**config.mk**
```make
export PLATFORM = sky130hd
export DESIGN_NAME = vec_operand_fetch
export DESIGN_NICKNAME = d
export VERILOG_FILES = /design/src/rtl/vec_pkg.sv /design/src/rtl/vec_lane_bcast.sv /design/src/rtl/vec_operand_fetch.sv
export SDC_FILE = /design/constraint.sdc
export NUM_CORES = 1
export LEC_CHECK = 0
export BUFFER_PORTS_ARGS = -buffer_cell sky130_fd_sc_hd__clkbuf_2
export CAP_MARGIN = 10
export CORE_AREA = 2 2 242 244
export CTS_CLUSTER_DIAMETER = 30
export DETAILED_ROUTE_END_ITERATION = 12
export DIE_AREA = 0 0 244 246
export HOLD_SLACK_MARGIN = 0.08
export PLACE_DENSITY = 0.45
export SLEW_MARGIN = 0
export SYNTH_ARGS = -nofsm -noshare
export SYNTH_HDL_FRONTEND = slang
export SYNTH_SLANG_ARGS = --single-unit
```
**constraint.sdc**
```tcl
create_clock -name clk -period 2 [get_ports clk]
set_input_delay 0.5 -clock clk [delete_from_list [all_inputs] [get_ports clk]]
set_output_delay 0.5 -clock clk [all_outputs]
set_load 0.1 [all_outputs]
```
**src/rtl/vec_pkg.sv**
```systemverilog
// Shared constants, operand types and fetch FSM state encoding for the
// vector operand-fetch stage.
package vec_pkg;

   localparam int LANES   = 24;
   localparam int LANE_W  = 8;
   localparam int VW      = LANES * LANE_W;
   localparam int REG_AW  = 4;
   localparam int FUNCT_W = 3;

   typedef logic [VW-1:0]      vreg_t;
   typedef logic [FUNCT_W-1:0] funct_t;

   typedef enum logic [2:0] {
      S_IDLE,
      S_RD1,
      S_RD2,
      S_CAP,
      S_ISSUE
   } fetch_state_t;

endpackage

```
**src/rtl/vec_lane_bcast.sv**
```systemverilog
// Replicates one lane-wide scalar across every lane of a vector.
// Only present when VS_BROADCAST_EN is defined (its sole user is gated on it).
`ifdef VS_BROADCAST_EN
module vec_lane_bcast #(
   parameter int LANES  = vec_pkg::LANES,
   parameter int LANE_W = vec_pkg::LANE_W
) (
   input  logic [LANE_W-1:0]       scalar,
   output logic [LANES*LANE_W-1:0] vec
);

   assign vec = {LANES{scalar}};

endmodule
`endif

```
**src/rtl/vec_operand_fetch.sv**
```systemverilog
// Operand fetch/issue stage ahead of the vector ALU: two reads on one RF port.
// Optional VS_BROADCAST_EN: vector-scalar instructions broadcast the scalar as op2.
module vec_operand_fetch #(
   parameter int LANES   = vec_pkg::LANES,
   parameter int LANE_W  = vec_pkg::LANE_W,
   parameter int REG_AW  = vec_pkg::REG_AW,
   parameter int FUNCT_W = vec_pkg::FUNCT_W
) (
   input  logic                    clk,
   input  logic                    rst,
   input  logic                    in_valid,
   output logic                    in_ready,
   input  logic [REG_AW-1:0]       in_rs1,
   input  logic [REG_AW-1:0]       in_rs2,
   input  logic [REG_AW-1:0]       in_rd,
   input  logic [FUNCT_W-1:0]      in_funct,
   input  logic                    in_vs,
   input  logic [LANE_W-1:0]       in_scalar,
   output logic                    rf_rd_en,
   output logic [REG_AW-1:0]       rf_rd_addr,
   input  logic [LANES*LANE_W-1:0] rf_rd_data,
   output logic                    out_valid,
   input  logic                    out_ready,
   output logic [LANES*LANE_W-1:0] out_op1,
   output logic [LANES*LANE_W-1:0] out_op2,
   output logic [FUNCT_W-1:0]      out_funct,
   output logic [REG_AW-1:0]       out_rd
);

   import vec_pkg::*;

   localparam int VW = LANES * LANE_W;

   fetch_state_t      state, state_nxt;
   logic [REG_AW-1:0] rs1_q, rs2_q;
   logic              accept;
   logic              bcast_sel;
   logic [VW-1:0]     op2_bcast;

`ifdef VS_BROADCAST_EN
   logic              vs_q;
   logic [LANE_W-1:0] scalar_q;

   always_ff @(posedge clk) begin
      if (rst) begin
         vs_q     <= 1'b0;
         scalar_q <= '0;
      end else if (accept) begin
         vs_q     <= in_vs;
         scalar_q <= in_scalar;
      end
   end

   assign bcast_sel = vs_q;

   vec_lane_bcast #(
      .LANES  (LANES),
      .LANE_W (LANE_W)
   ) u_bcast (
      .scalar (scalar_q),
      .vec    (op2_bcast)
   );
`else
   logic unused_vs;
   assign unused_vs = ^{in_vs, in_scalar};
   assign bcast_sel = 1'b0;
   assign op2_bcast = '0;
`endif

   always_comb begin
      state_nxt  = state;
      in_ready   = 1'b0;
      accept     = 1'b0;
      rf_rd_en   = 1'b0;
      rf_rd_addr = '0;
      case (state)
         S_IDLE: begin
            in_ready = 1'b1;
            if (in_valid) begin
               accept    = 1'b1;
               state_nxt = S_RD1;
            end
         end
         S_RD1: begin
            rf_rd_en   = 1'b1;
            rf_rd_addr = rs1_q;
            state_nxt  = S_RD2;
         end
         S_RD2: begin
            // Vector-scalar form skips the second read entirely.
            if (bcast_sel) begin
               state_nxt = S_ISSUE;
            end else begin
               rf_rd_en   = 1'b1;
               rf_rd_addr = rs2_q;
               state_nxt  = S_CAP;
            end
         end
         S_CAP: state_nxt = S_ISSUE;
         S_ISSUE: begin
            if (out_ready) begin
               in_ready = 1'b1;
               if (in_valid) begin
                  accept    = 1'b1;
                  state_nxt = S_RD1;
               end else begin
                  state_nxt = S_IDLE;
               end
            end
         end
         default: state_nxt = S_IDLE;
      endcase
   end

   assign out_valid = (state == S_ISSUE);

   // Operand/issue registers: RF data lands one cycle after each read request.
   always_ff @(posedge clk) begin
      if (rst) begin
         state     <= S_IDLE;
         rs1_q     <= '0;
         rs2_q     <= '0;
         out_funct <= '0;
         out_rd    <= '0;
         out_op1   <= '0;
         out_op2   <= '0;
      end else begin
         state <= state_nxt;
         if (accept) begin
            rs1_q     <= in_rs1;
            rs2_q     <= in_rs2;
            out_funct <= in_funct;
            out_rd    <= in_rd;
         end
         if (state == S_RD2) begin
            out_op1 <= rf_rd_data;
            if (bcast_sel)
               out_op2 <= op2_bcast;
         end
         if (state == S_CAP)
            out_op2 <= rf_rd_data;
      end
   end

endmodule

```
Word-level counts from Yosys, hierarchy flattened
Cells that the tools add are included.
- register bits: 402
- input bits: 220
- output and inout port bits: 398
- logic and storage cells: 27
- eq/ne operators: 6
- mux-type cells: 11
- reductions and logical operators: 3
- operators with widths (cell ; count):
    $pmux 3 s5 ; 1
    $pmux 4 s2 ; 1
    $eq 3x2->1 const B ; 2
    $mux 3 ; 2
    $mux 1 ; 5
    $pmux 1 s2 ; 2
    $eq 3x1->1 const B ; 1
    $eq 3x3->1 const B ; 1
    $logic_not 3->1 ; 1
    $ne 2x1->1 const B ; 1
    $ne 2x2->1 const B ; 1
    $reduce_and 2->1 ; 1
    $reduce_or 2->1 ; 1

Depth between registers and ports, before layout
- depth in word-level cells: 3
- mapped depth: 7
- depth with buffers taken out: 3

Worst setup path after synthesis
OpenSTA, ideal clock, no wires.
- kind: input to output
- start: input port out_ready
- end: output port in_ready
- arrival: 2.852 ns
- setup slack: -1.352 ns
- stages on the path: 2
- path buffers: 0
- cells stage by stage: inv_1 -> a211oi_1
- cells in the longest elaborated chain, start to end: 2
- ends and longest elaborated chain (element ; RTL line ; source):
    start, declared ; vec_operand_fetch.sv:23 ; input logic out_ready,
    $mux 1 ; vec_operand_fetch.sv:101 ; if (out_ready) begin
    $pmux 1 s2 ; vec_operand_fetch.sv:76 ; case (state)
    end, declared ; vec_operand_fetch.sv:12 ; output logic in_ready,
Every way passes these cells.

Worst setup path in the final report
- start: register state[1]
- end: output port rf_rd_addr[0]
- cells in the longest elaborated chain, start to end: 2
- elaborated cells between the ends (all ways): 3
- ends and longest elaborated chain (element ; RTL line ; source):
    start, declared ; vec_operand_fetch.sv:34 ; fetch_state_t state, state_nxt;
    start signal, assigned ; vec_operand_fetch.sv:128 ; state <= state_nxt;
    $eq 3x2->1 / $eq 3x1->1 (equally long branches) ; vec_operand_fetch.sv:76 ;
    $pmux 4 s2 (*) ; vec_operand_fetch.sv:76 ;
    end, declared ; vec_operand_fetch.sv:20 ; output logic [REG_AW-1:0] rf_rd_addr,
Mark *: on every way between the ends. The rest lies on a longest branch, timed or not.

==> flow_metrics.env <==
export IMPL_numCtsBuffers=102
export IMPL_p_leak_nw=9.84
export IMPL_start_util_pct=24.7
export IMPL_crit_chain="nor2b_4 -> buf_4 -> a22oi_2 -> nor2_4 -> buf_12"
export IMPL_post_route_period_util_pct=109
export IMPL_track_usage_pct=17.7
export IMPL_critPathKind="flop to output port"
export IMPL_cp_data_required_time_ns=1.50
export IMPL_vdd_drop_max_mv=0.740
export IMPL_clkTransAtPathRegs_ns=0.04
export IMPL_worst_clock_skew_ns=0.0362
export IMPL_drt_pass1_iter_count=5
export IMPL_io_buffers=608
export IMPL_cap_violations=0
export IMPL_yosys_warnings=0
export IMPL_power_mw=29.0
export IMPL_synth_area_leader_cell="dfxtp_1"
export IMPL_grt_pass1_wl_um=83300
export IMPL_fin_util_pct=40.5
export IMPL_place_ws_ns=0.169
export IMPL_ys_types=24
export IMPL_mostFrequentLayoutCells="nand2_1, clkbuf_2, dfxtp_1"
export IMPL_startpoint_type="flop"
export IMPL_ant_nets=0
export IMPL_violations="setup timing"
export IMPL_post_route_min_period_ns=2.18
export IMPL_synth_nets=1981
export IMPL_yosys_top_cells_area="dfxtp_1, nand2_1, a21oi_1"
export IMPL_gp_congestion=0.833
export IMPL_fin_hold_ws_ns=0.127
export IMPL_syn_avg_cell_area_um2=8.06
export IMPL_drt_total_wl_um=55400
export IMPL_reg2reg_depth=6
export IMPL_syn_to_final_growth_pct=63.8
export IMPL_layout_drive_gt1_share_pct=32.7
export IMPL_antenna_found_initial=3
export IMPL_critPathLaunch="state[1]"
export IMPL_arrival_ns=1.68
export IMPL_yosysSeqAreaShare_pct=56.7
export IMPL_die_h_um=246
export IMPL_relSlewSlack_pct=58.9
export IMPL_fillers=5926
export IMPL_viasPerCell=4.35
export IMPL_final_area_mm2=0.0233
export IMPL_slowest_delay_ns=0.35
export IMPL_grt_max_degree=99
export IMPL_slowest_stage="dfxtp_4"
export IMPL_worst_path_buf_inv=2
export IMPL_synth_top_cell_area_share_pct=56.7
export IMPL_cts_root_buf="clkbuf_16"
export IMPL_fmax_mhz=458
export IMPL_netlist_area_mm2=0.0142
export IMPL_r2r_end="out_op1[104]"
export IMPL_vias=14600
export IMPL_path_max_fanout=3
export IMPL_hold_viol_final=0
export IMPL_status="finished with violations"
export IMPL_grt_pass1_vias=14700
export IMPL_synth_seq_cells=402
export IMPL_grt_overflow_total=0
export IMPL_io_pins=618
export IMPL_cp_endpoint="rf_rd_addr[0]"
export IMPL_rsz0062_at_grt="yes"
export IMPL_drt_iter0_markers=569
export IMPL_setup_violations_final=7
export IMPL_cts_tree="built"
export IMPL_cp_num_cells=5
export IMPL_worst_setup_path_end_kind="output port"
export IMPL_placedInstanceArea_mm2=0.0182
export IMPL_rows=88
export IMPL_r2r_start="state[0]"
export IMPL_powerDensity_mw_per_mm2=1250
export IMPL_synthCells=1761
export IMPL_clk_latency_ns=0.62
export IMPL_setup_ws_ns=-0.185
export IMPL_final_nets=2745
export IMPL_clock_sinks=402
export IMPL_worst_slew_pin_slew_ns=0.616
export IMPL_cts_buffer_depth=3
export IMPL_drv_slew=0
export IMPL_dieArea_mm2=0.0600
export IMPL_holdCritPathClass="input pin to flop"
export IMPL_core_region_area_mm2=0.0574
export IMPL_critical_path_top_delay_family="flip-flops"
export IMPL_drc=0
export IMPL_post_dp_hpwl_um=38100
export IMPL_post_drt_wl_per_cell_um=16.4
export IMPL_mostFrequentLayoutCell="nand2_1"
export IMPL_ctsHtreeMaxLevel=3
export IMPL_regToRegSetupSlack_ns=0.17
export IMPL_fp_dieW_um=244
==> registers in the layout (all words and copies together), names as in the netlist <==
signal	flops
out_funct	3
out_op2	192
state	3
rs2_q	4
out_rd	4
rs1_q	4
out_op1	192
==> worst min-delay path, stage by stage <==
cell      delay, ns
clkbuf_2       0.09
nand2_1        0.05
a21oi_1        0.05
==> area by class of cell <==
cell class	instances	area, um^2	share of cell area [%]
sequential	402	8060	34.7
clock buffer	135	2890	12.4
antenna	1	2.50	0.0108
timing repair buffer	795	5270	22.7
tap	765	957	4.12
clock inverter	47	631	2.71
multi-input combinational	1222	5440	23.4
inverter	2	7.51	0.0323
==> synthesized netlist by cell type <==
cell	count
buf_6	23
clkbuf_4	2
nor2_1	7
nor3b_2	1
buf_4	19
mux2i_1	15
and3b_1	1
o21ai_0	1
nor4b_1	1
nor3b_1	1
nand3b_4	1
nand2_1	769
nand2b_1	30
buf_2	40
clkbuf_1	51
inv_1	2
nor2b_1	2
a2111oi_4	1
nor3_1	1
a22oi_1	4
a211oi_1	1
or3b_1	1
a21oi_1	385
dfxtp_1	402
==> worst min path at each step <==
stage,start,end,cells past startpoint
5_1_grt,rf_rd_data[66],out_op1[66],3
3_5_place_dp,out_op1[117],out_op1[117],2
3_3_place_gp,out_op1[79],out_op1[79],2
2_1_floorplan,rs1_q[0],rs1_q[0],2
6_report,rf_rd_data[62],out_op2[62],3
4_1_cts,rf_rd_data[50],out_op2[50],3
==> cell families (layout without fill, tap and decap cells) <==
| kind of cell | count (synthesis) | after routing | synth area share, % |
|---|---|---|---|
| simple gates | 815 | 815 | 22.4 |
| flops | 402 | 402 | 56.7 |
| compound gates | 392 | 392 | 14.1 |
| buf+inv | 137 | 979 | 5.75 |
| mux | 15 | 15 | 1.06 |
| other cells | 0 | 1 | 0 |
==> metal layers <==
layer / up-vias / share of wire (%) / global-route usage [%] / routed length (um)
met1: 6826 / 40 / 20.4 / 22300
met5: - / 0 / 0 / 0
met4: 0 / 3.8 / 8.81 / 2120
met2: 490 / 48 / 29.4 / 26800
met3: 111 / 7.4 / 5.65 / 4090
li1: 7219 / - / - / -
==> report_power, final <==
part / switching [mW] / internal (mW)
combinational: 3.17 / 0.915
sequential: 0.160 / 8.35
clock: 4.93 / 11.4
total: 8.27 / 20.7
==> stage by stage <==
step                      cells  TNS [ns]
after floorplan            1761   -0.0511
after global placement     3045         0
after detailed placement   3045         0
after global routing       3369     -1.64
final                      3369    -0.976
after CTS                  3367     -1.58
==> repair_timing <==
item                                   in CTS  in global routing
setup buffers                               4                  1
pin swaps                                   6                  4
gates cloned                                0                  0
setup endpoints to repair                  29                 32
endpoints found under the hold margin     225                  0
hold buffers                              136                  0
resized for setup                          38                 27
(Power assumes the default switching activity.)
